## config.mk

```make
export PLATFORM = sky130hd
export DESIGN_NAME = uart_rx_fifo
export DESIGN_NICKNAME = d
export VERILOG_FILES = /design/src/rtl/uart_rx_fifo.sv
export SDC_FILE = /design/constraint.sdc
export NUM_CORES = 1
export LEC_CHECK = 0
export CORE_UTILIZATION = 26
export CTS_CLUSTER_SIZE = 8
export DETAILED_ROUTE_END_ITERATION = 12
export PLACE_DENSITY = 0.51
export SYNTH_ARGS = -nofsm -noshare
export SYNTH_HDL_FRONTEND = slang
export SYNTH_SLANG_ARGS = --single-unit
export TNS_END_PERCENT = 1
```

## constraint.sdc

```tcl
create_clock -name i_clk -period 3.6 [get_ports i_clk]
set_input_delay 0.36 -clock i_clk [delete_from_list [all_inputs] [get_ports i_clk]]
set_output_delay 0.36 -clock i_clk [all_outputs]
set_load 0.1 [all_outputs]
```

## src/rtl/uart_rx_fifo.sv

```systemverilog
// Receive buffer behind uart_rx: captures each o_rx_dv byte into a
// DEPTH-entry FIFO and presents it on a first-word-fall-through read port.
// Reports the fill level, full and almost-full flags, and a sticky overrun
// flag that records bytes dropped while the FIFO was full.
module uart_rx_fifo #(
    parameter int DATA_WIDTH   = 8,
    parameter int DEPTH        = 16,
    parameter int AFULL_THRESH = 12
) (
    input  logic                       i_clk,
    input  logic                       i_rstn,
    input  logic                       i_rx_dv,
    input  logic [DATA_WIDTH-1:0]      i_rx_byte,
    output logic [DATA_WIDTH-1:0]      o_rd_data,
    output logic                       o_rd_valid,
    input  logic                       i_rd_ready,
    output logic [$clog2(DEPTH):0]     o_level,
    output logic                       o_full,
    output logic                       o_almost_full,
    output logic                       o_overrun,
    input  logic                       i_clr_overrun
);

    localparam int AW = $clog2(DEPTH);
    localparam int LW = AW + 1;

    logic [DATA_WIDTH-1:0] mem [DEPTH];
    logic [AW-1:0]         wr_ptr;
    logic [AW-1:0]         rd_ptr;
    logic [LW-1:0]         level;
    logic [LW-1:0]         level_next;
    logic                  push;
    logic                  pop;
    logic                  drop;

    // Handshake decode and next fill level; a full FIFO still accepts a byte
    // when the head leaves on the same edge.
    always_comb begin
        pop        = o_rd_valid && i_rd_ready;
        push       = i_rx_dv && (!o_full || pop);
        drop       = i_rx_dv && o_full && !pop;
        level_next = level;
        case ({push, pop})
            2'b10:   level_next = level + LW'(1);
            2'b01:   level_next = level - LW'(1);
            default: level_next = level;
        endcase
    end

    // Pointers, level and status flags; flags are registered from the next
    // level so they always agree with o_level.
    always_ff @(posedge i_clk or negedge i_rstn) begin
        if (!i_rstn) begin
            wr_ptr        <= '0;
            rd_ptr        <= '0;
            level         <= '0;
            o_rd_valid    <= 1'b0;
            o_full        <= 1'b0;
            o_almost_full <= 1'b0;
        end else begin
            if (push) begin
                wr_ptr <= wr_ptr + AW'(1);
            end
            if (pop) begin
                rd_ptr <= rd_ptr + AW'(1);
            end
            level         <= level_next;
            o_rd_valid    <= (level_next != '0);
            o_full        <= (level_next == LW'(DEPTH));
            o_almost_full <= (level_next >= LW'(AFULL_THRESH));
        end
    end

    // Sticky overrun; a drop on the same edge as a clear keeps the flag set.
    always_ff @(posedge i_clk or negedge i_rstn) begin
        if (!i_rstn) begin
            o_overrun <= 1'b0;
        end else if (drop) begin
            o_overrun <= 1'b1;
        end else if (i_clr_overrun) begin
            o_overrun <= 1'b0;
        end
    end

    // Storage write; contents need no reset since valid gates the output.
    always_ff @(posedge i_clk) begin
        if (push) begin
            mem[wr_ptr] <= i_rx_byte;
        end
    end

    // Head byte falls through combinationally; forced to zero while empty so
    // the port reads 0 out of reset regardless of storage contents.
    assign o_rd_data = o_rd_valid ? mem[rd_ptr] : '0;
    assign o_level   = level;

endmodule

```

== Word level (Yosys, flattened, before mapping) ==
Memories as Yosys holds them, arrays and structs flattened.
Index checks and enable logic that the tools add are counted.

* Bits in registers: 17
* RAM bits: 128
* Bits of input ports: 13
* Logic and storage cells: 31
* Memories kept: 1

* Add/subtract/negate cells: 4
* $lt $le $gt $ge: 1
* Equality and inequality tests: 3
* Mux-type cells: 6
* Reductions and logical operators: 9

{| class="wikitable"
|+ Memories
! name !! depth !! bits a word !! read ports !! clocked after Yosys merged registers in !! wr ports !! RTL line !! source
|-
| mem || 16 || 8 || 1 || 0 || 1 || 27 || <nowiki>logic [DATA_WIDTH-1:0] mem [DEPTH];</nowiki>
|}

{| class="wikitable"
|+ Operators by type and width
! operator !! count
|-
| $pmux W5 S2 || 1
|-
| $add A4 B1 Y4 const B || 2
|-
| $mux W8 || 1
|-
| $add A5 B1 Y5 const B || 1
|-
| $eq A5 B5 Y1 const B || 1
|-
| $ge A5 B4 Y1 const B || 1
|-
| $reduce_bool A5 Y1 || 1
|-
| $sub A5 B1 Y5 const B || 1
|-
| $logic_and A1 B1 Y1 || 4
|-
| $mux W1 || 4
|-
| $eq A2 B1 Y1 const B || 1
|-
| $eq A2 B2 Y1 const B || 1
|-
| $logic_not A1 Y1 || 2
|-
| $reduce_bool A2 Y1 || 1
|-
| $logic_or A1 B1 Y1 || 1
|}

== Longest topological paths before layout ==
Gate-level depths: netlist of the first run.

* Depth in word-level cells: 6
* Mapped depth: 12

== Least setup slack after synthesis of the first run ==
Ideal clock, no wire load.

* Path type: reg-to-reg
* From: register o_rd_valid
* To: register o_rd_valid
* Setup time: 0.139 ns
* Data arrival time: 3.696 ns
* Slack: -0.235 ns
* Cell stages (with the launch flop): 13
* Buffers on the path: 1
* Period minus slack after synthesis: 3.835 ns
* Cells stage by stage: dfrtp_1 nand2_1 a21boi_1 inv_1 ha_1 buf_2 xor2_1 ha_1 a21oi_1 xor2_1 nor2_1 xor2_1 or4b_1

* Longest elaborated chain between the ends: 6
* Elaborated cells between the ends (all ways): 7

{| class="wikitable"
|+ RTL lines
! item !! RTL line !! source
|-
| from (decl) || 15 || <nowiki>output logic o_rd_valid,</nowiki>
|-
| from (signal assigned) || 68 || <nowiki>o_rd_valid <= (level_next != '0);</nowiki>
|-
| $logic_and A1 B1 Y1 * || 39 || <nowiki>pop = o_rd_valid && i_rd_ready;</nowiki>
|-
| $logic_or A1 B1 Y1 || 40 || <nowiki>push = i_rx_dv && (!o_full || pop);</nowiki>
|-
| $logic_and A1 B1 Y1 || 40 ||
|-
| $eq A2 B1 Y1 / $eq A2 B2 Y1 (equally long branches) || 43 || <nowiki>case ({push, pop})</nowiki>
|-
| $pmux W5 S2 * || 43 ||
|-
| named net level_next[2] || 31 || <nowiki>logic [LW-1:0] level_next;</nowiki>
|-
| $reduce_bool A5 Y1 * || 68 ||
|}

Mark *: on every way through the listed nets, which the timed path passes. The rest lies on a longest branch.
A chain may end at the register's enable or synchronous reset.

== Worst setup path after layout of the first run ==
* From: register rd_ptr[0]
* To: output o_rd_data[7]

* Longest elaborated chain between the ends: 2

{| class="wikitable"
|+ RTL lines
! item !! RTL line !! source
|-
| from (decl) || 29 || <nowiki>logic [AW-1:0] rd_ptr;</nowiki>
|-
| from (signal assigned) || 65 || <nowiki>rd_ptr <= rd_ptr + AW'(1);</nowiki>
|-
| $mem_v2 Z16 W8 || -- ||
|-
| $mux W8 || 94 || <nowiki>assign o_rd_data = o_rd_valid ? mem[rd_ptr] : '0;</nowiki>
|-
| to (decl) || 14 || <nowiki>output logic [DATA_WIDTH-1:0] o_rd_data,</nowiki>
|}

No other way between the ends.

==> flow_metrics.tcl, run 1 <==
set metrics [dict create \
    dieArea_um2 23400 \
    fin_util_pct 32.5 \
    num-fill-cells 2065 \
    regArea_um2 4270 \
    critPathSlowestCell "mux4_2" \
    grt_antenna_before_repair 0 \
    synth_top_area_share_pct 65.0 \
    r2r_cells 11 \
    start_util_pct 26.8 \
    yosysSeqAreaShare_pct 72.2 \
    diodes 0 \
    multi_input_area_um2 1530 \
    layout_commonest_cell "edfxtp_1" \
    final_cell_mix "edfxtp_1 (128), mux4_2 (40), clkdlybuf4s50_1 (21), buf_4 (21), nor2_1 (18)" \
    drcViolationCount 0 \
    ios 30 \
    synth_nets 325 \
    tns_ns 0 \
    fp.dieW_um 153 \
    synthDistinctLibCells 37 \
    max_stage_delay_ns 0.56 \
    cap_violations 0 \
    path_clk_slew_ns 0.06 \
    crit_chain "buf_12, mux4_2, mux4_2, and2_1, buf_4" \
    fmax_ghz 0.328 \
    max-slew-margin-rel_pct 35.0 \
    status "completed" \
    synthesis.instances 304 \
    synth_area_per_cell_um2 19.5 \
    critical_path_required_ns 3.24 \
    wl_per_cell_um 17.9 \
    cts_num_sinks 145 \
    root_buffer "clkbuf_16" \
    drt_iter0_drc 193 \
    setup_viol 0 \
    clock_path_buffers 2 \
    cts_buffers 17 \
    cts_tree "done" \
    hold_viol_final 0 \
    synth_area_leader_cell "edfxtp_1" \
    crit_type "reg -> out" \
    regToRegStartpoint "o_rd_valid$_DFF_PN0_" \
    num_rows 54 \
    grt_start_max_net_pins 35 \
    syn2layout_area_growth_pct 21.3 \
    min_period_over_period_pct 84.7 \
    grt_pass1_wl_um 18200 \
    die_h_um 153 \
    start_kind "register" \
    rsz0062_at_grt "no" \
    post_cts_buffers 0 \
    synth_seq_cells 145 \
    dr.pass1.iters 4 \
    finalMaxSlewViolations 0 \
    yosys-top-cells-area "edfxtp_1 (65%), mux4_2 (15%), dfrtp_1 (7.2%)" \
    num_vias 2845 \
    clock_skew_ns 0.00920 \
    core_area_um2 22100 \
    final_antenna_net_count 0 \
    viasPerCell 4.44 \
    period_minus_slack_ns 3.05 \
    yosys_warnings 0 \
    arrival_ns 2.69 \
    drive_gt1_share_pct 26.0 \
    hold_path_class "in -> async" \
    cp_common_cell "mux4_2" \
    wirelength_um 11500 \
    max_slew.worst_pin.slew_ns 0.972 \
    insertion_delay_ns 0.41 \
    cts-resized-gates 0 \
    netlist_area_um2 5920 \
    gp_congestion 0.698 \
    grt_usage_pct 10.6 \
    cts_max_level 4 \
    overflow 0 \
    grt_pass1_vias 3054 \
    portBuffers 29 \
    cp-end-kind "primary output" \
    dp_hpwl_um 7510 \
    critPathMaxFanout 29 \
    crit_start "rd_ptr[0]$_DFFE_PN0P_" \
    ctsHoldBuffers 0 \
    layout.nets 370 \
]
flip-flops by register name, summed over array words and instances, names as in the netlist:
name,count
mem,128
o_level,5
rd_ptr,4
wr_ptr,4
o_almost_full,1
o_full,1
o_overrun,1
o_rd_valid,1
worst max-delay path, delay by kind of cell (launching register included):
kind | cells | cell delay (ns)
AND/OR/NAND/NOR | 1 | 0.18
flip-flops | 1 | 0.50
multiplexers | 2 | 1.06
buffers and inverters | 2 | 0.52
layer usage:
metal	wire, um	track usage (%)	part of all wire, %
met2	5740	17.5	50
met1	5050	13.6	44
met5	0	0	0
met4	216	4.18	1.9
met3	450	2.55	3.9
logic make-up (layout without fill, tap and decap cells):
logic type | Yosys count | in the layout | synth area share (%)
AND/OR/NAND/NOR | 56 | 56 | 4.76
multiplexers | 42 | 42 | 15.6
adder cells (fa/ha/maj) | 8 | 8 | 1.69
AO/OA/AOI/OAI | 17 | 17 | 1.90
buffers and inverters | 23 | 80 | 1.97
flip-flops | 145 | 145 | 72.2
XOR/XNOR | 13 | 13 | 1.92
cells in the mapped netlist (all sizes together):
master   instances
edfxtp         128
mux4            40
nor2            18
dfrtp           17
buf             10
nand2            9
and2             8
ha               8
clkbuf           7
xnor2            7
inv              6
nor3             6
xor2             6
nand2b           5
o21ai            4
a21oi            3
nor2b            3
mux2             2
nand4            2
o211ai           2
a211oi           1
a21boi           1
a2bb2oi          1
a31oi            1
nand3            1
nand3b           1
nand4b           1
nor4             1
o2111ai          1
o21a             1
o21bai           1
o221ai           1
or4b             1
through the flow:
| stage | cells | hold slack (ns) | instance area (um2) | setup WS (ns) |
|---|---|---|---|---|
| detailed placement | 610 | 0.548 | 6560 | 0.333 |
| finish | 641 | 0.404 | 7180 | 0.550 |
| global placement | 610 | 0.515 | 6560 | 0.413 |
| global route | 641 | 0.464 | 7180 | 0.368 |
| floorplan | 304 | 0.0644 | 5920 | 0.105 |
| CTS | 641 | 0.422 | 7180 | 0.470 |
final timing paths:
path	end	slack (ns)
min	o_full$_DFF_PN0_	0.40
min reg2reg	o_overrun$_DFFE_PN0P_	0.55
max	o_rd_data[7]	0.55
max in group asynchronous	rd_ptr[0]$_DFFE_PN0P_	2.65
min in group i_clk	o_overrun$_DFFE_PN0P_	0.55
max reg2reg	o_rd_valid$_DFF_PN0_	0.65
final cells by class:
cell class,instances,area share (%)
inverters,6,0.314
flip-flops and latches,145,59.5
well taps,280,4.88
clock buffers,18,5.98
multi-input cells,136,21.3
repair buffers,43,5.40
clock inverters,13,2.56
Power of run 1 is left out: the tool's default activity adds up to more than one toggle a clock period on the data nets, which glitch-free logic cannot reach.
==> inputs of run 2 (changes only) <==
--- a/config.mk
+++ b/config.mk
@@ -8,7 +8,7 @@
 export CORE_UTILIZATION = 26
 export CTS_CLUSTER_SIZE = 8
 export DETAILED_ROUTE_END_ITERATION = 12
-export PLACE_DENSITY = 0.51
+export PLACE_DENSITY = 0.52
 export SYNTH_ARGS = -nofsm -noshare
 export SYNTH_HDL_FRONTEND = slang
 export SYNTH_SLANG_ARGS = --single-unit
==> constraint.sdc (replaced) <==
create_clock -name i_clk -period 2.55 [get_ports i_clk]
set_input_delay 0.255 -clock i_clk [delete_from_list [all_inputs] [get_ports i_clk]]
set_output_delay 0.255 -clock i_clk [all_outputs]
set_load 0.1 [all_outputs]
==> run 2 against run 1 <==
Critical path depth increased by 1. Register-to-register slack got worse by 0.52 ns. Cell area increased by 5.8%. Non-clock buffer count increased by 25. Clock skew decreased by 0.0026 ns. Via count increased by 4.5%. Clock-buffer cell count unchanged. Critical path type unchanged. Die area unchanged. The flow now finishes with violations (negative setup slack).
==> flow_metrics.tcl, run 2 (same netlist as run 1, synthesis figures left out) <==
set metrics [dict create \
    status "finished, violations left" \
    violations "negative setup slack" \
    cts_num_sinks 145 \
    viasPerCell 4.46 \
    fin_util_pct 34.4 \
    hold_path_class "in -> async" \
    cap_violations 0 \
    final_cell_mix "edfxtp_1 (128), buf_4 (41), mux4_2 (40)" \
    arrival_ns 2.46 \
    num_rows 54 \
    num_vias 2972 \
    max-slew-margin-rel_pct 47.2 \
    regToRegStartpoint "o_rd_valid$_DFF_PN0_" \
    diodes 0 \
    clock_path_buffers 2 \
    dp_slack_ns -0.217 \
    period_minus_slack_ns 2.72 \
    grt_start_max_net_pins 35 \
    dieArea_um2 23400 \
    ctsHoldBuffers 0 \
    fin_ws_ns -0.168 \
    cts_buffers 17 \
    max_slew.worst_pin.slew_ns 0.790 \
    root_buffer "clkbuf_16" \
    wl_per_cell_um 17.9 \
    path_clk_slew_ns 0.06 \
    dr.pass1.iters 5 \
    min_period_over_period_pct 107 \
    fmax_ghz 0.368 \
    start_kind "register" \
    core_area_um2 22100 \
    finalMaxSlewViolations 0 \
    cts_max_level 4 \
    die_h_um 153 \
    layout_commonest_cell "edfxtp_1" \
    r2r_cells 11 \
    hold_viol_final 0 \
    grt_usage_pct 10.7 \
    crit_start "rd_ptr[0]$_DFFE_PN0P_" \
    critical_path_required_ns 2.30 \
    drive_gt1_share_pct 37.3 \
    overflow 0 \
    regMostFlops "mem" \
    dp_hpwl_um 7730 \
    gp_congestion 0.757 \
    final_antenna_net_count 0 \
    grt_pass1_vias 3092 \
    tns_ns -1.17 \
    wirelength_um 11900 \
    clock_skew_ns 0.00662 \
    start_util_pct 26.8 \
    layout.nets 395 \
    drcViolationCount 0 \
    cts_tree "done" \
    rrSetupSlack_ns 0.13 \
    grt_pass1_wl_um 18400 \
    insertion_delay_ns 0.42 \
    fp.dieW_um 153 \
    grt_antenna_before_repair 0 \
    ios 30 \
    rsz0062_at_grt "yes" \
    stdcell_area_um2 7600 \
    placed_cell_area_um2 6870 \
    setup_viol 8 \
    portBuffers 29 \
    crit_type "reg -> out" \
    critPathMaxFanout 8 \
    cp-end-kind "primary output" \
    syn2layout_area_growth_pct 28.4 \
    drt_iter0_drc 187 \
    largest_reg_flops 128 \
    rr_endpoint "o_rd_valid$_DFF_PN0_" \
]
run 2: worst max-delay path, stage by stage, from the launching register on:
cell	delay [ns]
dfrtp_2	0.38
buf_12	0.14
buf_12	0.15
mux4_2	0.53
mux4_2	0.49
and2_4	0.19
buf_12	0.16
run 2: worst max path at each step:
stage                                 to  slack [ns]  depth (start not counted)
floorplan           o_rd_valid$_DFF_PN0_       -0.33                         12
global route                o_rd_data[0]       -0.21                          6
detailed placement  o_rd_valid$_DFF_PN0_       -0.22                         12
CTS                         o_rd_data[1]       -0.22                          6
finish                      o_rd_data[0]       -0.17                          6
global placement    o_rd_valid$_DFF_PN0_       -0.17                         12
run 2: repair_timing:
action / in CTS / in global routing
gates resized for setup: 9 / 0
setup endpoints to repair: 8 / 8
cloned: 1 / 2
endpoints found under the hold margin: 0 / 0
buffers inserted: 2 / 1
pin swaps: 2 / 0
run 2: stage by stage:
step	hold WS (ns)	cells
after floorplan	-0.0406	304
after global placement	0.513	630
after detailed placement	0.536	630
after CTS	0.323	664
after global routing	0.362	666
final	0.299	666
run 2: final cells by class:
| type | instances | area [um2] |
|---|---|---|
| clock buffer | 18 | 429 |
| clock inverter | 13 | 184 |
| fill | 2005 | 14500 |
| inverter | 6 | 22.5 |
| multi-input combinational | 136 | 1600 |
| sequential | 145 | 4280 |
| tap | 280 | 350 |
| timing repair buffer | 68 | 738 |
run 2: routing by layer:
metal | wire length [um] | GRT usage [%] | part of all wire, %
met5 | 0 | 0 | 0
met4 | 297 | 5.96 | 2.5
met3 | 295 | 2.50 | 2.5
met2 | 5860 | 17.5 | 49
met1 | 5440 | 13.2 | 46
Power of run 2 is left out for the same reason.
==> inputs of run 3 (changes only) <==
--- a/config.mk
+++ b/config.mk
@@ -8,7 +8,7 @@
 export CORE_UTILIZATION = 26
 export CTS_CLUSTER_SIZE = 8
 export DETAILED_ROUTE_END_ITERATION = 12
-export PLACE_DENSITY = 0.52
+export GPL_TIMING_DRIVEN = 0
 export SYNTH_ARGS = -nofsm -noshare
 export SYNTH_HDL_FRONTEND = slang
 export SYNTH_SLANG_ARGS = --single-unit
==> run 3 against run 2 <==
Fmax is 1.4% lower. Non-clock buffer count fell by 13. The flow still finishes with violations (negative setup slack). Die area unchanged. Hold slack got worse by 0.0091 ns. Cell area fell by 1.1%. Routed wire length down 3.8%. Clock-buffer cell count fell by 1. Utilization fell by 0.37 points. Critical path depth stayed put. Sequential share of layout area rose by 0.59 points. Global-route usage is 0.59 points lower. Sequential cell count stayed put.
==> flow_metrics.tcl, run 3 (same netlist as run 1, synthesis figures left out) <==
set metrics [dict create \
    hold_viol_final 0 \
    violations "negative setup slack" \
    r2r_cells 10 \
    drive_gt1_share_pct 31.8 \
    stdcell_area_um2 7510 \
    status "finished, violations left" \
    fp.dieW_um 153 \
    drcViolationCount 0 \
    cp-end-kind "primary output" \
    diodes 0 \
    min_period_over_period_pct 108 \
    critPathMaxFanout 8 \
    rr_endpoint "o_rd_valid$_DFF_PN0_" \
    cts_tree "done" \
    grt_start_max_net_pins 18 \
    fin_worst_hold_slack_ns 0.290 \
    portBuffers 29 \
    viasPerCell 4.43 \
    grt_pass1_wl_um 17600 \
    grt_antenna_before_repair 0 \
    path_clk_slew_ns 0.06 \
    placed_cell_area_um2 6610 \
    regMostFlops "mem" \
    max-slew-margin-rel_pct 11.0 \
    regToRegStartpoint "o_rd_valid$_DFF_PN0_" \
    cts_max_level 4 \
    num_rows 54 \
    die_h_um 153 \
    gp_congestion 0.734 \
    grt_usage_pct 10.2 \
    dieArea_um2 23400 \
    critical_path_required_ns 2.30 \
    syn2layout_area_growth_pct 27.0 \
    start_kind "register" \
    insertion_delay_ns 0.42 \
    drt_iter0_drc 249 \
    core_area_um2 22100 \
    ios 30 \
    layout.nets 382 \
    cap_violations 0 \
    rsz0062_at_grt "yes" \
    largest_reg_flops 128 \
    grt_pass1_vias 3103 \
    crit_type "reg -> out" \
    finalMaxSlewViolations 0 \
    dr.pass1.iters 4 \
    final_cell_mix "edfxtp_1 (128), mux4_2 (40), clkdlybuf4s50_1 (21)" \
    ctsHoldBuffers 0 \
    cts_buffers 17 \
    start_util_pct 26.8 \
    cts_num_sinks 145 \
    fmax_ghz 0.363 \
    num_vias 2900 \
    overflow 0 \
    setup_viol 9 \
    arrival_ns 2.50 \
    hold_path_class "in -> async" \
    final_antenna_net_count 0 \
    max_slew.worst_pin.slew_ns 1.33 \
    fin_ws_ns -0.206 \
    wl_per_cell_um 17.5 \
    dp_hpwl_um 7580 \
    layout_commonest_cell "edfxtp_1" \
    clock_path_buffers 2 \
    root_buffer "clkbuf_16" \
    clock_skew_ns 0.00783 \
    period_minus_slack_ns 2.76 \
    wirelength_um 11400 \
    rrSetupSlack_ns -0.16 \
]
==> run 3: cell count changes in the layout (fill, tap and decap cells not counted), moves of 2 or more <==
cell             previous run  this run
clkinv_4                    2         4
buf_12                     13        11
clkbuf_1                    1         4
clkdlybuf4s50_1            12        21
buf_1                       0         2
buf_4                      41        10
nor3_2                      0         3
clkinv_1                    2         6
nor3_1                      6         3
==> run 3: cell type report <==
class,count,area [um2]
buffer,15,135
clock buffer,17,425
clock inverter,15,165
fill,1979,14600
inverter,6,26.3
multi-input combinational,136,1640
sequential,145,4270
tap,280,350
timing repair buffer,40,497
==> run 3: timing repair <==
action / CTS / global route
endpoints found under the setup margin: 36 / 20
endpoints found under the hold margin: 0 / 0
buffers inserted: 4 / 4
gates cloned: 0 / 3
pin swaps: 2 / 12
gates resized for setup: 73 / 29
==> run 3: critical path: stages, from the launching register on <==
cell and delay (ns):
dfrtp_1 0.39, buf_12 0.17, clkbuf_16 0.16, mux4_2 0.52, mux4_2 0.48, and2_1 0.18
buf_6 0.18
==> run 3: metal layers <==
layer  GRT usage (%)  wire length, um  vias up
li1                -                -     1320
met1            12.0             4680     1496
met2            17.5             6040       70
met3            2.52              580       14
met4            4.43              147        0
met5               0                0        -
==> run 3: per-stage QoR <==
step / utilization [%] / setup slack (ns) / setup TNS [ns] / instances
finish: 34.0 / -0.206 / -1.54 / 654
global route: 34.0 / -0.270 / -2.35 / 654
CTS: 33.0 / -0.248 / -2.06 / 648
detailed placement: 29.9 / -0.972 / -17.30 / 613
global placement: 29.9 / -0.988 / -17.09 / 613
floorplan: - / -0.334 / -0.441 / 304
==> run 3: worst max path at each step <==
stage                          startpoint                   end  slack (ns)  cells after the start
finish              rd_ptr[0]$_DFFE_PN0P_          o_rd_data[6]       -0.21                      6
global route         o_rd_valid$_DFF_PN0_  o_rd_valid$_DFF_PN0_       -0.27                     10
CTS                 rd_ptr[0]$_DFFE_PN0P_          o_rd_data[1]       -0.25                      6
detailed placement  rd_ptr[2]$_DFFE_PN0P_          o_rd_data[1]       -0.97                      6
global placement    rd_ptr[2]$_DFFE_PN0P_          o_rd_data[2]       -0.99                      6
floorplan            o_rd_valid$_DFF_PN0_  o_rd_valid$_DFF_PN0_       -0.33                     12
Power of run 3 is left out for the same reason.
